`config.mk`:
```
export PLATFORM = sky130hd
export DESIGN_NAME = mem_arbiter
export DESIGN_NICKNAME = d
export VERILOG_FILES = /design/src/rtl/mem_arbiter.sv
export SDC_FILE = /design/constraint.sdc
export NUM_CORES = 1
export LEC_CHECK = 0
export ABC_AREA = 1
export CORE_UTILIZATION = 36
export DETAILED_ROUTE_END_ITERATION = 12
export GPL_TIMING_DRIVEN = 0
export PLACE_DENSITY = 0.84
export SLEW_MARGIN = 20
export SYNTH_ARGS = -nofsm -noshare
export SYNTH_HDL_FRONTEND = slang
export SYNTH_SLANG_ARGS = --single-unit
```
`constraint.sdc`:
```
create_clock -name clk -period 1 [get_ports clk]
set_input_delay 0.15 -clock clk [delete_from_list [all_inputs] [get_ports clk]]
set_output_delay 0.15 -clock clk [all_outputs]
set_load 0.02 [all_outputs]
```
`src/rtl/mem_arbiter.sv`:
```
// -----------------------------------------------------------------------------
// mem_arbiter
//
// Two-requester arbiter in front of a single-port memory. One transaction is
// in flight at a time: a request is accepted in IDLE, the memory command is
// issued for exactly one cycle, and reads return their data through a shared
// rdata bus qualified by a per-requester rvalid pulse. When both requesters
// ask at once, the one that was not served last wins (round-robin).
//
// Transaction timing (cycle T is the grant cycle):
//   write : req sampled in IDLE -> gnt/mem_en in T -> IDLE in T+1
//   read  : gnt/mem_en in T -> WAIT_RD in T+1 (memory data captured)
//           -> RESP in T+2 -> rvalid pulse in T+3 (FSM already in IDLE)
//
// Parameters
//   ADDR_WIDTH : memory address width
//   DATA_WIDTH : memory data width
//
// Ports
//   clk, rst            : clock and synchronous active-high reset
//   req0/req1           : request from requester 0/1 (sampled only in IDLE)
//   wr0/wr1             : 1 = write, 0 = read
//   addr0/addr1         : request address
//   wdata0/wdata1       : write data
//   gnt0/gnt1           : one-cycle accept pulse (during the ISSUE cycle)
//   rvalid0/rvalid1     : one-cycle read-data-valid pulse
//   rdata               : read data shared by both requesters
//   busy                : high whenever the FSM is not in IDLE
//   mem_en/mem_wr       : memory command strobe and direction
//   mem_addr/mem_wdata  : memory command address and write data
//   mem_rdata/mem_valid : memory read data and valid (valid is not used;
//                         data is taken in WAIT_RD unconditionally)
// -----------------------------------------------------------------------------
module mem_arbiter #(
  parameter int ADDR_WIDTH = 4,
  parameter int DATA_WIDTH = 32
) (
  input  logic                  clk,
  input  logic                  rst,
  input  logic                  req0,
  input  logic                  req1,
  input  logic                  wr0,
  input  logic                  wr1,
  input  logic [ADDR_WIDTH-1:0] addr0,
  input  logic [ADDR_WIDTH-1:0] addr1,
  input  logic [DATA_WIDTH-1:0] wdata0,
  input  logic [DATA_WIDTH-1:0] wdata1,
  output logic                  gnt0,
  output logic                  gnt1,
  output logic                  rvalid0,
  output logic                  rvalid1,
  output logic [DATA_WIDTH-1:0] rdata,
  output logic                  busy,
  output logic                  mem_en,
  output logic                  mem_wr,
  output logic [ADDR_WIDTH-1:0] mem_addr,
  output logic [DATA_WIDTH-1:0] mem_wdata,
  input  logic [DATA_WIDTH-1:0] mem_rdata,
  input  logic                  mem_valid
);

  typedef enum logic [1:0] {
    IDLE    = 2'd0,
    ISSUE   = 2'd1,
    WAIT_RD = 2'd2,
    RESP    = 2'd3
  } state_t;

  state_t                  state_reg;
  logic                    last_served_reg;  // requester granted most recently
  logic                    owner_reg;        // requester of the transaction in flight
  logic [1:0]              gnt_reg;
  logic [1:0]              rvalid_reg;
  logic                    mem_en_reg;
  logic                    mem_wr_reg;
  logic [ADDR_WIDTH-1:0]   mem_addr_reg;
  logic [DATA_WIDTH-1:0]   mem_wdata_reg;
  logic [DATA_WIDTH-1:0]   rdata_reg;

  // Requester inputs gathered into indexable form.
  logic [1:0]              req_vec;
  logic [1:0]              wr_vec;
  logic [ADDR_WIDTH-1:0]   addr_arr  [2];
  logic [DATA_WIDTH-1:0]   wdata_arr [2];

  assign req_vec      = {req1, req0};
  assign wr_vec       = {wr1, wr0};
  assign addr_arr[0]  = addr0;
  assign addr_arr[1]  = addr1;
  assign wdata_arr[0] = wdata0;
  assign wdata_arr[1] = wdata1;

  // Round-robin selection: a requester wins if it asks and either the other
  // one is silent or the other one was the last to be served. With both
  // asking, exactly one term is true because last_served_reg names only one.
  logic [1:0] sel_onehot;

  generate
    for (genvar gi = 0; gi < 2; gi++) begin : g_sel
      assign sel_onehot[gi] = req_vec[gi] &
                              (~req_vec[1-gi] | (last_served_reg != 1'(gi)));
    end
  endgenerate

  logic any_req;
  logic sel_idx;

  assign any_req = |req_vec;
  assign sel_idx = sel_onehot[1];

  // Memory valid is deliberately ignored: the read completes with whatever
  // mem_rdata holds in WAIT_RD, there is no retry path.
  logic unused_mem_valid;
  assign unused_mem_valid = mem_valid;

  // Single FSM with all outputs registered. Pulsed outputs (gnt, rvalid,
  // mem_en) default low every cycle and are raised only by the state that
  // owns them; the command fields hold until the next selection.
  always_ff @(posedge clk) begin
    if (rst) begin
      state_reg       <= IDLE;
      last_served_reg <= 1'b1;   // requester 0 wins the first contention
      owner_reg       <= 1'b0;
      gnt_reg         <= '0;
      rvalid_reg      <= '0;
      mem_en_reg      <= 1'b0;
      mem_wr_reg      <= 1'b0;
      mem_addr_reg    <= '0;
      mem_wdata_reg   <= '0;
      rdata_reg       <= '0;
    end else begin
      gnt_reg    <= '0;
      rvalid_reg <= '0;
      mem_en_reg <= 1'b0;

      unique case (state_reg)
        IDLE: begin
          if (any_req) begin
            state_reg       <= ISSUE;
            owner_reg       <= sel_idx;
            last_served_reg <= sel_idx;
            gnt_reg         <= sel_onehot;
            mem_en_reg      <= 1'b1;
            mem_wr_reg      <= wr_vec[sel_idx];
            mem_addr_reg    <= addr_arr[sel_idx];
            mem_wdata_reg   <= wdata_arr[sel_idx];
          end
        end

        ISSUE: begin
          // Writes finish once the command has been presented.
          state_reg <= mem_wr_reg ? IDLE : WAIT_RD;
        end

        WAIT_RD: begin
          // The memory updated mem_rdata on the edge that took the command.
          rdata_reg <= mem_rdata;
          state_reg <= RESP;
        end

        RESP: begin
          // Pulse lands on the cycle after RESP, while rdata is stable.
          rvalid_reg[owner_reg] <= 1'b1;
          state_reg             <= IDLE;
        end

        default: state_reg <= IDLE;
      endcase
    end
  end

  assign gnt0      = gnt_reg[0];
  assign gnt1      = gnt_reg[1];
  assign rvalid0   = rvalid_reg[0];
  assign rvalid1   = rvalid_reg[1];
  assign rdata     = rdata_reg;
  assign busy      = (state_reg != IDLE);
  assign mem_en    = mem_en_reg;
  assign mem_wr    = mem_wr_reg;
  assign mem_addr  = mem_addr_reg;
  assign mem_wdata = mem_wdata_reg;

endmodule
```
==> results of run 1 <==
worst max-delay path: stages, from the launching register on:
cell	delay (ns)
dfxtp_4	0.37
inv_4	0.08
nand2_4	0.06
nor2_4	0.11
buf_6	0.14
buf_12	0.15
nand2_4	0.05
nor2_2	0.10
nor2_1	0.05
cell families (layout without fill, tap and decap cells):
group / Yosys count / after routing / synth area share
flip-flops: 78 / 78 / 0.4348
buffers and inverters: 81 / 316 / 0.1021
AO/OA/AOI/OAI: 74 / 74 / 0.1307
AND/OR/NAND/NOR: 303 / 303 / 0.3324
per-stage QoR:
step | std cells | setup TNS (ns) | hold slack (ns) | cell area [um2]
after floorplan | 536 | -4.492 | 0.2117 | 3617
after global placement | 853 | -52.54 | 0.4293 | 5625
after detailed placement | 853 | -56.31 | 0.4317 | 5625
after CTS | 887 | -10.94 | 0.2673 | 6087
after global routing | 904 | -18.19 | 0.2767 | 6807
final | 904 | -13.66 | 0.2803 | 6807
cells in the mapped netlist:
cell type | number | area share
a21boi_0 | 27 | 0.056
a21oi_1 | 2 | 0.0028
dfxtp_1 | 78 | 0.43
o21ai_2 | 1 | 0.0024
nand2_1 | 116 | 0.12
buf_2 | 14 | 0.020
nor2_1 | 144 | 0.15
nor2_2 | 2 | 0.0035
clkinv_1 | 1 | 0.0010
nand3_1 | 41 | 0.057
a21boi_1 | 10 | 0.021
a211oi_1 | 1 | 0.0021
o21ai_0 | 33 | 0.046
inv_1 | 41 | 0.043
buf_6 | 4 | 0.013
clkbuf_1 | 15 | 0.016
buf_4 | 4 | 0.0084
inv_2 | 2 | 0.0021
worst max-delay path by stage:
stage / from / to / slack, ns
floorplan: flop / mem_wdata[17]$_SDFFE_PP0P_ / -0.12
global placement: rst / gnt_reg[0]$_SDFF_PP0_ / -0.73
detailed placement: rst / gnt_reg[0]$_SDFF_PP0_ / -0.78
CTS: flop / mem_wdata[0]$_SDFFE_PP0P_ / -0.20
global route: flop / mem_wdata[27]$_SDFFE_PP0P_ / -0.30
finish: flop / mem_wdata[6]$_SDFFE_PP0P_ / -0.22
repair_timing:
| item | in CTS | in global routing |
|---|---|---|
| endpoints found under the hold margin | 0 | 0 |
| gates resized for setup | 510 | 198 |
| endpoints found under the setup margin | 152 | 150 |
| pin swaps | 23 | 34 |
| setup buffers | 10 | 17 |
| gates cloned | 8 | 1 |
final cells by class:
class	instances	area [um2]	share of cell area
timing repair buffer	219	2213	0.3252
multi-input combinational	377	2085	0.3063
sequential	78	1653	0.2428
buffer	36	305.3	0.04485
inverter	44	177.7	0.02610
tap	133	166.4	0.02445
clock buffer	10	127.6	0.01875
clock inverter	6	70.07	0.01029
timing repair inverter	1	8.758	0.001287
metal layers:
layer	vias to the layer above	wire, um
li1	2125	-
met1	1949	5335
met2	167	6799
met3	19	1053
met4	0	190
met5	-	0
report_power, final:
group | switching [mW] | internal (mW)
registers | 0.248 | 3.49
logic | 1.74 | 1.78
clock network | 1.25 | 1.17
==> impl_metrics.tcl, run 1 <==
set metrics [dict create \
    yosysSeqAreaShare 0.4348 \
    grt_use_met3 0.07456 \
    syn_avg_cell_area_um2 6.700 \
    leakagePower_nw 3.024 \
    die-area_um2 10380 \
    drtIter0Drc 116 \
    end_kind "flop" \
    wl_per_cell_um 14.80 \
    met2_usage 0.4309 \
    synth_cells 536 \
    antenna_found_initial 0 \
    pre_cts_slack_ns -0.7781 \
    coreArea_um2 9729 \
    clk_pin_slew_ns 0.08 \
    fmax_ghz 0.8168 \
    clock_path_buffers 2 \
    criticalPathCategory "reg -> reg" \
    via_per_inst 4.712 \
    power_mw 9.667 \
    startpoint_type "flop" \
    grt_overflow_total 0 \
    grt_max_degree 15 \
    synth.ff_latch_count 78 \
    fin_crit_sh 1.224 \
    fp.dieW_um 101.9 \
    hpwl_um 8544 \
    path_max_fanout 8 \
    worstHoldStart "rst" \
    ys_warn_count 0 \
    cts_num_sinks 78 \
    diodes 0 \
    grt_pass1_wl_um 18280 \
    worstMarginPinSlew_ns 0.6096 \
    final_max_slew_viol_count 0 \
    dr.pass1.iters 4 \
    grt_pass1_vias 3928 \
    routabilityCongestion 0.7893 \
    cts_tree "yes" \
    rr_worst_depth 8 \
    rsz0062_at_grt "true" \
    layout_common_cells "clkdlybuf4s50_1, nand2_1, nor2_1" \
    cp.required_ns 1.25 \
    worst_skew_pair.late_latency_ns 0.35 \
    track_usage 0.2291 \
    failed_checks "setup timing" \
    hold_class "in -> reg" \
    synthesis.nets 647 \
    start_util 0.3691 \
    portBuffers 184 \
    htree_num_levels 3 \
    rows 36 \
    powerDensity_nw_per_um2 1420 \
    arrival_ns 1.47 \
    clock_skew_ns 0.007259 \
    ys_types 18 \
    met1_usage 0.2392 \
    syn2layout_area_growth_pct 89.55 \
    drive_gt1_frac 0.4060 \
    maxCapViolCount 0 \
    r2r_slack_ns -0.22 \
    cts_inserted_buffers 9 \
    reg2reg_to "mem_wdata[6]$_SDFFE_PP0P_" \
    nets 877 \
    final_util 0.6996 \
    netlist_area_um2 3591 \
    top_usage_layer "met2" \
    io_pins 186 \
    relSlewSlack 0.5936 \
    vias 4260 \
    setup_viol_count_final 75 \
    dieHeight_um 101.9 \
    layout_setup_ws_ns -0.2243 \
    cts-hold-fix-buffers 0 \
    n_fill_cell 746 \
    drcViolationCount 0 \
    final_common_cell "clkdlybuf4s50_1" \
    drt-total-wl_um 13380 \
    status "complete, but fails checks" \
    drtAntennaViolNets 0 \
    finalHoldViolations 0 \
    hold_path_depth 2 \
    cts-root-buf "clkbuf_8" \
    vdd_drop_max_mv 0.6281 \
    fin_crit_ns 1.224 \
]
(Power assumes the default switching activity.)
==> inputs of run 2 (changes only) <==
Settings changed: REMOVE_ABC_BUFFERS set to 1.
==> impl_metrics.tcl, run 2 (synthesis gave the netlist of run 1 again) <==
set metrics [dict create \
    status "complete, but fails checks" \
    failed_checks "setup timing" \
    vdd_drop_max_mv 0.8466 \
    critPathMaxStageDelay_ns 0.38 \
    final_max_slew_viol_count 0 \
    grt_max_degree 61 \
    io_pins 186 \
    leakagePower_nw 2.925 \
    diodes 0 \
    cts-root-buf "clkbuf_8" \
    cp_slowest_cell "dfxtp_4" \
    hpwl_um 7459 \
    path_max_fanout 11 \
    crit_chain "buf_12, nor2_4, buf_12, clkinvlp_4, buf_6, nor2_1, nor2_1" \
    cts_tree "yes" \
    track_usage 0.2297 \
    nets 847 \
    fp.dieW_um 101.9 \
    setup_viol_count_final 78 \
    power_mw 9.308 \
    drtAntennaViolNets 0 \
    fin_setup_tns_ns -20.04 \
    fin_crit_ns 1.358 \
    powerDensity_nw_per_um2 1441 \
    hold_slack_ns 0.2498 \
    layout_common_cells "nor2_1, clkdlybuf4s50_1, nand2_1" \
    cp.required_ns 1.25 \
    final_util 0.6640 \
    worstMarginPinSlew_ns 0.5248 \
    criticalPathCategory "reg -> reg" \
    rsz0062_at_grt "true" \
    drtIter0Drc 106 \
    antenna_found_initial 0 \
    portBuffers 184 \
    worst_skew_pair.late_latency_ns 0.35 \
    finalHoldViolations 0 \
    rows 36 \
    cp.buffers_inverters 4 \
    htree_num_levels 3 \
    clock_skew_ns 0.01510 \
    dieHeight_um 101.9 \
    grt_pass1_wl_um 18310 \
    maxCapViolCount 0 \
    fmax_ghz 0.7364 \
    wl_per_cell_um 15.24 \
    syn2layout_area_growth_pct 79.90 \
    drt-total-wl_um 13320 \
    startpoint_type "flop" \
    fin_crit_sh 1.358 \
    vias 4156 \
    cts-hold-fix-buffers 0 \
    drcViolationCount 0 \
    end_kind "flop" \
    layout_setup_ws_ns -0.3580 \
    cts_inserted_buffers 9 \
    routabilityCongestion 0.8214 \
    start_util 0.3691 \
    die-area_um2 10380 \
    dr.pass1.iters 4 \
    grt_overflow_total 0 \
    via_per_inst 4.755 \
    clock_path_buffers 2 \
    hold_class "in -> reg" \
    grt_pass1_vias 3913 \
    clk_pin_slew_ns 0.09 \
    critical-path-top-delay-family "buffers and inverters" \
    coreArea_um2 9729 \
    arrival_ns 1.61 \
    drive_gt1_frac 0.3536 \
    cts_num_sinks 78 \
    n_fill_cell 781 \
    final_common_cell "nor2_1" \
    relSlewSlack 0.6501 \
]
[run 2: changes by cell type in the layout (fill, tap and decap cells not counted), sizes merged, moves of 2 or more]
cell,before,now
buf,135,112
clkbuf,21,13
clkinvlp,3,5
dlygate4sd2,3,1
inv,45,43
[run 2: worst paths after layout]
path         slack [ns]                         to  depth (start not counted)                       from
min reg2reg        0.44   rvalid_reg[0]$_SDFF_PP0_                          1     owner_reg$_SDFFE_PP0P_
max               -0.36     rdata[16]$_SDFFE_PP0N_                          7  state_reg[0]$_SDFFE_PP0P_
min                0.25  state_reg[0]$_SDFFE_PP0P_                          2                        rst
max reg2reg       -0.36     rdata[16]$_SDFFE_PP0N_                          7  state_reg[0]$_SDFFE_PP0P_
[run 2: layout make-up]
type                    instances  area (um2)  share of cell area
clock buffers                  10       137.6             0.02131
clock inverters                 6       45.04            0.006973
inverters                      44       178.9             0.02770
multi-input cells             379        1927              0.2983
flip-flops and latches         78        1647              0.2549
well taps                     133       166.4             0.02576
repair buffers                223        2351              0.3639
repair inverters                1       7.507            0.001162
[run 2: timing repair]
item | CTS | global route
gates resized for setup | 475 | 119
setup buffers | 19 | 9
pin swaps | 6 | 14
gates cloned | 6 | 4
endpoints found under the setup margin | 152 | 133
[run 2: layer usage]
metal | global-route usage | share of wire
met4 | 0.08791 | 0.012
met5 | 0 | 0
met2 | 0.4402 | 0.51
met1 | 0.2295 | 0.38
met3 | 0.07387 | 0.092
[run 2: per-stage QoR]
step	setup WS (ns)	cell area [um2]	cells
CTS	-0.2526	6038	862
global route	-0.4210	6460	874
floorplan	-1.107	3390	499
finish	-0.3580	6460	874
global placement	-3.944	5398	816
detailed placement	-1.619	5527	821
[run 2: power breakdown]
group,internal (mW),switching [mW]
Combinational,1.70,1.72
Sequential,3.48,0.225
Clock,0.977,1.20
